$ cat config.mk
export PLATFORM = sky130hd
export DESIGN_NAME = nadajnik
export DESIGN_NICKNAME = d
export VERILOG_FILES = /design/src/rtl/rs232_pkg.sv /design/src/rtl/nadajnik_dzielnik_baud.sv /design/src/rtl/nadajnik.sv
export SDC_FILE = /design/constraint.sdc
export NUM_CORES = 1
export LEC_CHECK = 0
export ABC_AREA = 1
export CELL_PAD_IN_SITES_DETAIL_PLACEMENT = 2
export CELL_PAD_IN_SITES_GLOBAL_PLACEMENT = 2
export CORE_MARGIN = 4
export CORE_UTILIZATION = 30
export CTS_CLUSTER_DIAMETER = 50
export DETAILED_ROUTE_END_ITERATION = 10
export PLACE_DENSITY = 0.85
export SYNTH_ARGS = -nofsm -noshare
export SYNTH_HDL_FRONTEND = slang
export SYNTH_SLANG_ARGS = --single-unit
export TNS_END_PERCENT = 30
$ cat constraint.sdc
create_clock -name clk_i -period 1.6 [get_ports clk_i]
set_input_delay 0.48 -clock clk_i [delete_from_list [all_inputs] [get_ports clk_i]]
set_output_delay 0.48 -clock clk_i [all_outputs]
set_load 0.03 [all_outputs]
$ cat src/rtl/rs232_pkg.sv
// Constants and state encoding shared by the RS-232 transmitter (nadajnik) and receiver (odbiornik).
// Both sides of the link decode the same frame format from these definitions.
package rs232_pkg;

  typedef enum logic [2:0] {
    IDLE   = 3'd0,
    START  = 3'd1,
    DATA   = 3'd2,
    PARITY = 3'd3,
    STOP   = 3'd4
  } rs232_state_t;

  localparam logic LINE_IDLE   = 1'b1;
  localparam logic START_LEVEL = 1'b0;
  localparam int   DATA_BITS   = 8;

  // Even parity: the parity bit makes the total count of ones even.
  function automatic logic even_parity(input logic [DATA_BITS-1:0] d);
    return ^d;
  endfunction

endpackage

$ cat src/rtl/nadajnik_dzielnik_baud.sv
// Bit-rate clock-enable divider: tick is high for one cycle every DIV cycles.
// clear forces the count to zero so a new frame starts phase-aligned.
module dzielnik_baud #(
  parameter int DIV = 10
) (
  input  logic clk_i,
  input  logic rst_i,
  input  logic clear,
  output logic tick
);

  localparam int            W    = (DIV > 1) ? $clog2(DIV) : 1;
  localparam logic [W-1:0]  LAST = W'(DIV - 1);

  logic [W-1:0] r_cnt;

  always_ff @(posedge clk_i or negedge rst_i) begin
    if (!rst_i) begin
      r_cnt <= '0;
    end else if (clear || (r_cnt == LAST)) begin
      r_cnt <= '0;
    end else begin
      r_cnt <= r_cnt + 1'b1;
    end
  end

  assign tick = (r_cnt == LAST);

endmodule

$ cat src/rtl/nadajnik.sv
// RS-232 transmitter: start bit, 8 data bits LSB first, optional even parity, one stop bit.
// Optional feature: define PARITY_EN to insert the parity bit (frame grows from 10*DIV to 11*DIV cycles).
// Handshake: a byte is taken on a rising edge where valid_i & ready_o; ready_o is high only in IDLE.
module nadajnik
  import rs232_pkg::*;
#(
  parameter int DIV = 10
) (
  input  logic       clk_i,
  input  logic       rst_i,
  input  logic [7:0] data_i,
  input  logic       valid_i,
  output logic       ready_o,
  output logic       TXD_o,
  output logic       busy_o,
  output logic [2:0] state_o
);

  localparam logic [2:0] LAST_BIT = 3'(DATA_BITS - 1);

  rs232_state_t   r_state;
  rs232_state_t   w_state_next;
  logic [7:0]     r_shift;
  logic [7:0]     w_shift_next;
  logic [2:0]     r_bitcnt;
  logic [2:0]     w_bitcnt_next;
  logic           r_txd;
  logic           w_txd_next;
  logic           w_accept;
  logic           w_tick;
  logic           w_div_clear;
`ifdef PARITY_EN
  logic           r_parity;
  logic           w_parity_next;
`endif

  assign w_accept    = valid_i & (r_state == IDLE);
  // Holding the divider clear while idle aligns bit timing to the acceptance edge.
  assign w_div_clear = (r_state == IDLE);

  dzielnik_baud #(
    .DIV (DIV)
  ) u_dzielnik_baud (
    .clk_i (clk_i),
    .rst_i (rst_i),
    .clear (w_div_clear),
    .tick  (w_tick)
  );

  always_ff @(posedge clk_i or negedge rst_i) begin
    if (!rst_i) begin
      r_state  <= IDLE;
      r_shift  <= '0;
      r_bitcnt <= '0;
      r_txd    <= LINE_IDLE;
`ifdef PARITY_EN
      r_parity <= 1'b0;
`endif
    end else begin
      r_state  <= w_state_next;
      r_shift  <= w_shift_next;
      r_bitcnt <= w_bitcnt_next;
      r_txd    <= w_txd_next;
`ifdef PARITY_EN
      r_parity <= w_parity_next;
`endif
    end
  end

  // The line level is computed for the state being entered so TXD_o stays a plain flop output.
  always_comb begin
    w_state_next  = r_state;
    w_shift_next  = r_shift;
    w_bitcnt_next = r_bitcnt;
    w_txd_next    = r_txd;
`ifdef PARITY_EN
    w_parity_next = r_parity;
`endif
    case (r_state)
      IDLE: begin
        w_txd_next = LINE_IDLE;
        if (w_accept) begin
          w_state_next  = START;
          w_shift_next  = data_i;
          w_bitcnt_next = '0;
          w_txd_next    = START_LEVEL;
`ifdef PARITY_EN
          w_parity_next = even_parity(data_i);
`endif
        end
      end
      START: begin
        if (w_tick) begin
          w_state_next = DATA;
          w_txd_next   = r_shift[0];
        end
      end
      DATA: begin
        if (w_tick) begin
          w_shift_next  = r_shift >> 1;
          w_bitcnt_next = r_bitcnt + 3'd1;
          if (r_bitcnt == LAST_BIT) begin
`ifdef PARITY_EN
            w_state_next = PARITY;
            w_txd_next   = r_parity;
`else
            w_state_next = STOP;
            w_txd_next   = LINE_IDLE;
`endif
          end else begin
            w_txd_next = r_shift[1];
          end
        end
      end
`ifdef PARITY_EN
      PARITY: begin
        if (w_tick) begin
          w_state_next = STOP;
          w_txd_next   = LINE_IDLE;
        end
      end
`endif
      STOP: begin
        if (w_tick) begin
          w_state_next = IDLE;
          w_txd_next   = LINE_IDLE;
        end
      end
      default: begin
        w_state_next = IDLE;
        w_txd_next   = LINE_IDLE;
      end
    endcase
  end

  assign ready_o = (r_state == IDLE);
  assign busy_o  = (r_state != IDLE);
  assign TXD_o   = r_txd;
  assign state_o = r_state;

endmodule

==> results_dict.tcl <==
set metrics [dict create \
    p_int_mw 1.56 \
    netlist_instances 134 \
    power_frac_clock 0.090 \
    die_area_sq_um 4560 \
    async_flop_share 1.00 \
    synth_edf_count 0 \
    worst-setup-path-type "reg2out" \
    overflow 0 \
    hold_viol_final 0 \
    viasPerCell 4.62 \
    clk_latency_ps 320 \
    violations "setup timing" \
    drive_above_1_share 0.265 \
    max_freq_mhz 574 \
    antenna_found_initial 0 \
    crit_required_ps 1120 \
    slew_viol_final 0 \
    cts_inserted_buffers 3 \
    pwr_density_cell_nw_per_um2 2070 \
    max-slew-margin-rel 0.825 \
    fillers 383 \
    rows 21 \
    syn-num-nets 149 \
    grt_max_degree 20 \
    max_slew.worst_pin.slew_ps 263 \
    outcome "finished with violations" \
    syn-cell-area_sq_um 1060 \
    grt_pass1_wl_um 5550 \
    seqPwrFrac 0.272 \
    r2r_start "state_o[1]$_DFFE_PN0P_" \
    antenna_left 0 \
    wl_um 3170 \
    synth.most_common_cell "nand2_1" \
    p_comb_frac 0.637 \
    globalplace.congestion 0.784 \
    end_kind "output pin" \
    drt-initial-drc-count 40 \
    drcViolationCount 0 \
    syn2layout_area_growth_pct 33.7 \
    ys_types 21 \
    h-tree-depth 1 \
    dp_slack_ps -73.6 \
    cts_root_buf "clkbuf_4" \
    path_clk_slew_ps 120 \
    p_leak_nw 0.780 \
    synth_warnings 0 \
    rsz0062_at_grt "yes" \
    grt_pass1_vias 1135 \
    worstSetupStartpointType "flip-flop" \
    grt_usage 0.166 \
    layout.nets 182 \
    setup_viol 2 \
    boundaryPins 17 \
    critPathLaunch "state_o[1]$_DFFE_PN0P_" \
    cts.sinks 19 \
    swShare 0.470 \
    first_pass_iters 4 \
    skew_ps 7.86 \
    ir_worst_vdd_v 0.000758 \
    hold_buffers 0 \
    via_count 980 \
    antenna_cells 0 \
    syn_area_per_cell_sq_um 7.93 \
    crit_fanout 2 \
    synthTopCellsByCount "58 x nand2_1, 18 x dfrtp_1, 17 x nand3_1" \
    ys_seq_area_frac 0.449 \
    dieHeight_um 67.5 \
    portBuffers 16 \
    min_period_over_period 1.09 \
    wl_per_cell_um 15.0 \
    synthTopCellsByArea "dfrtp_1 42%, nand2_1 20%, nand3_1 8.0%, ha_1 4.7%, nand3b_4 3.8%" \
    min_path_type "in2async" \
    die_w_um 67.5 \
    clockBufferDepth 2 \
    setup_slack_ps -142 \
    synth_flop_cell "dfrtp_1" \
    netSwitchingPower_mw 1.38 \
    fin_worst_hold_slack_ps 476 \
    crit_arrival_ps 1260 \
    fin_util 0.419 \
    cts_tree "done" \
    yosys_register_bits 19 \
    yosys.area.top_type "dfrtp_1" \
    yosys.area.top_type_share 0.424 \
    period_minus_slack_ps 1740 \
    hpwl_um 2440 \
    drv_cap 0 \
    start_util 0.313 \
    design.core.area_sq_um 3390 \
]
-- layout by cell type (no fill, tap or decap), types with 2 or more instances in the layout --
| master | instances |
|---|---|
| nand3_1 | 17 |
| ha_1 | 4 |
| clkdlybuf4s50_1 | 10 |
| nand2_4 | 2 |
| nand3b_4 | 2 |
| nand2_1 | 57 |
| nor2_1 | 6 |
| inv_2 | 3 |
| buf_4 | 16 |
| dfrtp_1 | 15 |
| dfrtp_2 | 3 |
| buf_6 | 4 |
| inv_1 | 7 |
| clkbuf_4 | 3 |
| nand2_2 | 4 |
-- through the flow --
step	total power, mW	cells	TNS [ps]	area (sq um)
detailed placement	2.56	204	-73.6	1350
finish	2.94	212	-227	1420
global route	3.22	212	-345	1420
global placement	2.43	204	-46.2	1350
floorplan	1.88	134	0	1070
CTS	2.91	210	-290	1400
-- cells by family (layout without fill, tap and decap cells) --
| kind of cell | after synthesis | count (layout) | share of synthesized area |
|---|---|---|---|
| adder cells (fa/ha/maj) | 4 | 4 | 0.0471 |
| buffers and inverters | 14 | 46 | 0.0671 |
| flip-flops | 19 | 19 | 0.449 |
| AND/OR/NAND/NOR | 93 | 93 | 0.411 |
| AO/OA/AOI/OAI | 2 | 2 | 0.00941 |
| XOR/XNOR | 2 | 2 | 0.0165 |
-- layer usage --
metal,vias up,track usage,share of wire
met3,5,0.0266,0.027
li1,480,-,-
met5,-,0,0
met4,0,0.0684,0.020
met2,12,0.301,0.55
met1,483,0.192,0.41
-- final timing paths --
kind / end / slack, ps / cells after the start
max: ready_o / -140 / 5
min: r_bitcnt[1]$_DFFE_PN0P_ / 480 / 2
max reg2reg: state_o[2]$_DFFE_PN0P_ / 140 / 9
min reg2reg: r_shift[3]$_DFFE_PN0P_ / 490 / 2
max in group asynchronous: TXD_o$_DFFE_PN1P_ / 850 / 2
min in group clk_i: r_shift[3]$_DFFE_PN0P_ / 490 / 2
-- registers in the layout (all words and copies together) (netlist names) --
signal	cells
r_shift	8
u_dzielnik_baud.r_cnt	4
r_bitcnt	3
state_o	3
TXD_o	1
-- what timing repair did --
action,in CTS,in global routing
endpoints found under the hold margin,0,0
buffers inserted,2,2
endpoints found under the setup margin,2,7
pin swaps,2,2
resized for setup,5,8
-- power groups by stage --
stage | Sequential (mW) | Clock [mW] | Combinational [mW]
finish | 0.802 | 0.266 | 1.88
detailed placement | 0.815 | 0 | 1.75
global placement | 0.797 | 0 | 1.63
CTS | 0.803 | 0.279 | 1.83
floorplan | 0.909 | 0 | 0.973
global route | 0.827 | 0.300 | 2.09
-- critical path, cell delays in order (launching register included) --
cell and delay [ps]:
dfrtp_2 440, nor2_4 120, nand2_2 70, buf_6 120, clkinvlp_4 70, buf_6 130
-- cell type report --
cell class	instances	area, sq um	share of cell area
Clock buffer	3	22.5	0.0159
Clock inverter	1	5.00	0.00352
Inverter	11	45.0	0.0317
Multi-Input combinational cell	101	524	0.369
Sequential cell	19	480	0.338
Tap cell	46	57.6	0.0405
Timing Repair Buffer	31	285	0.201
Power figures use the tool's default switching activity.
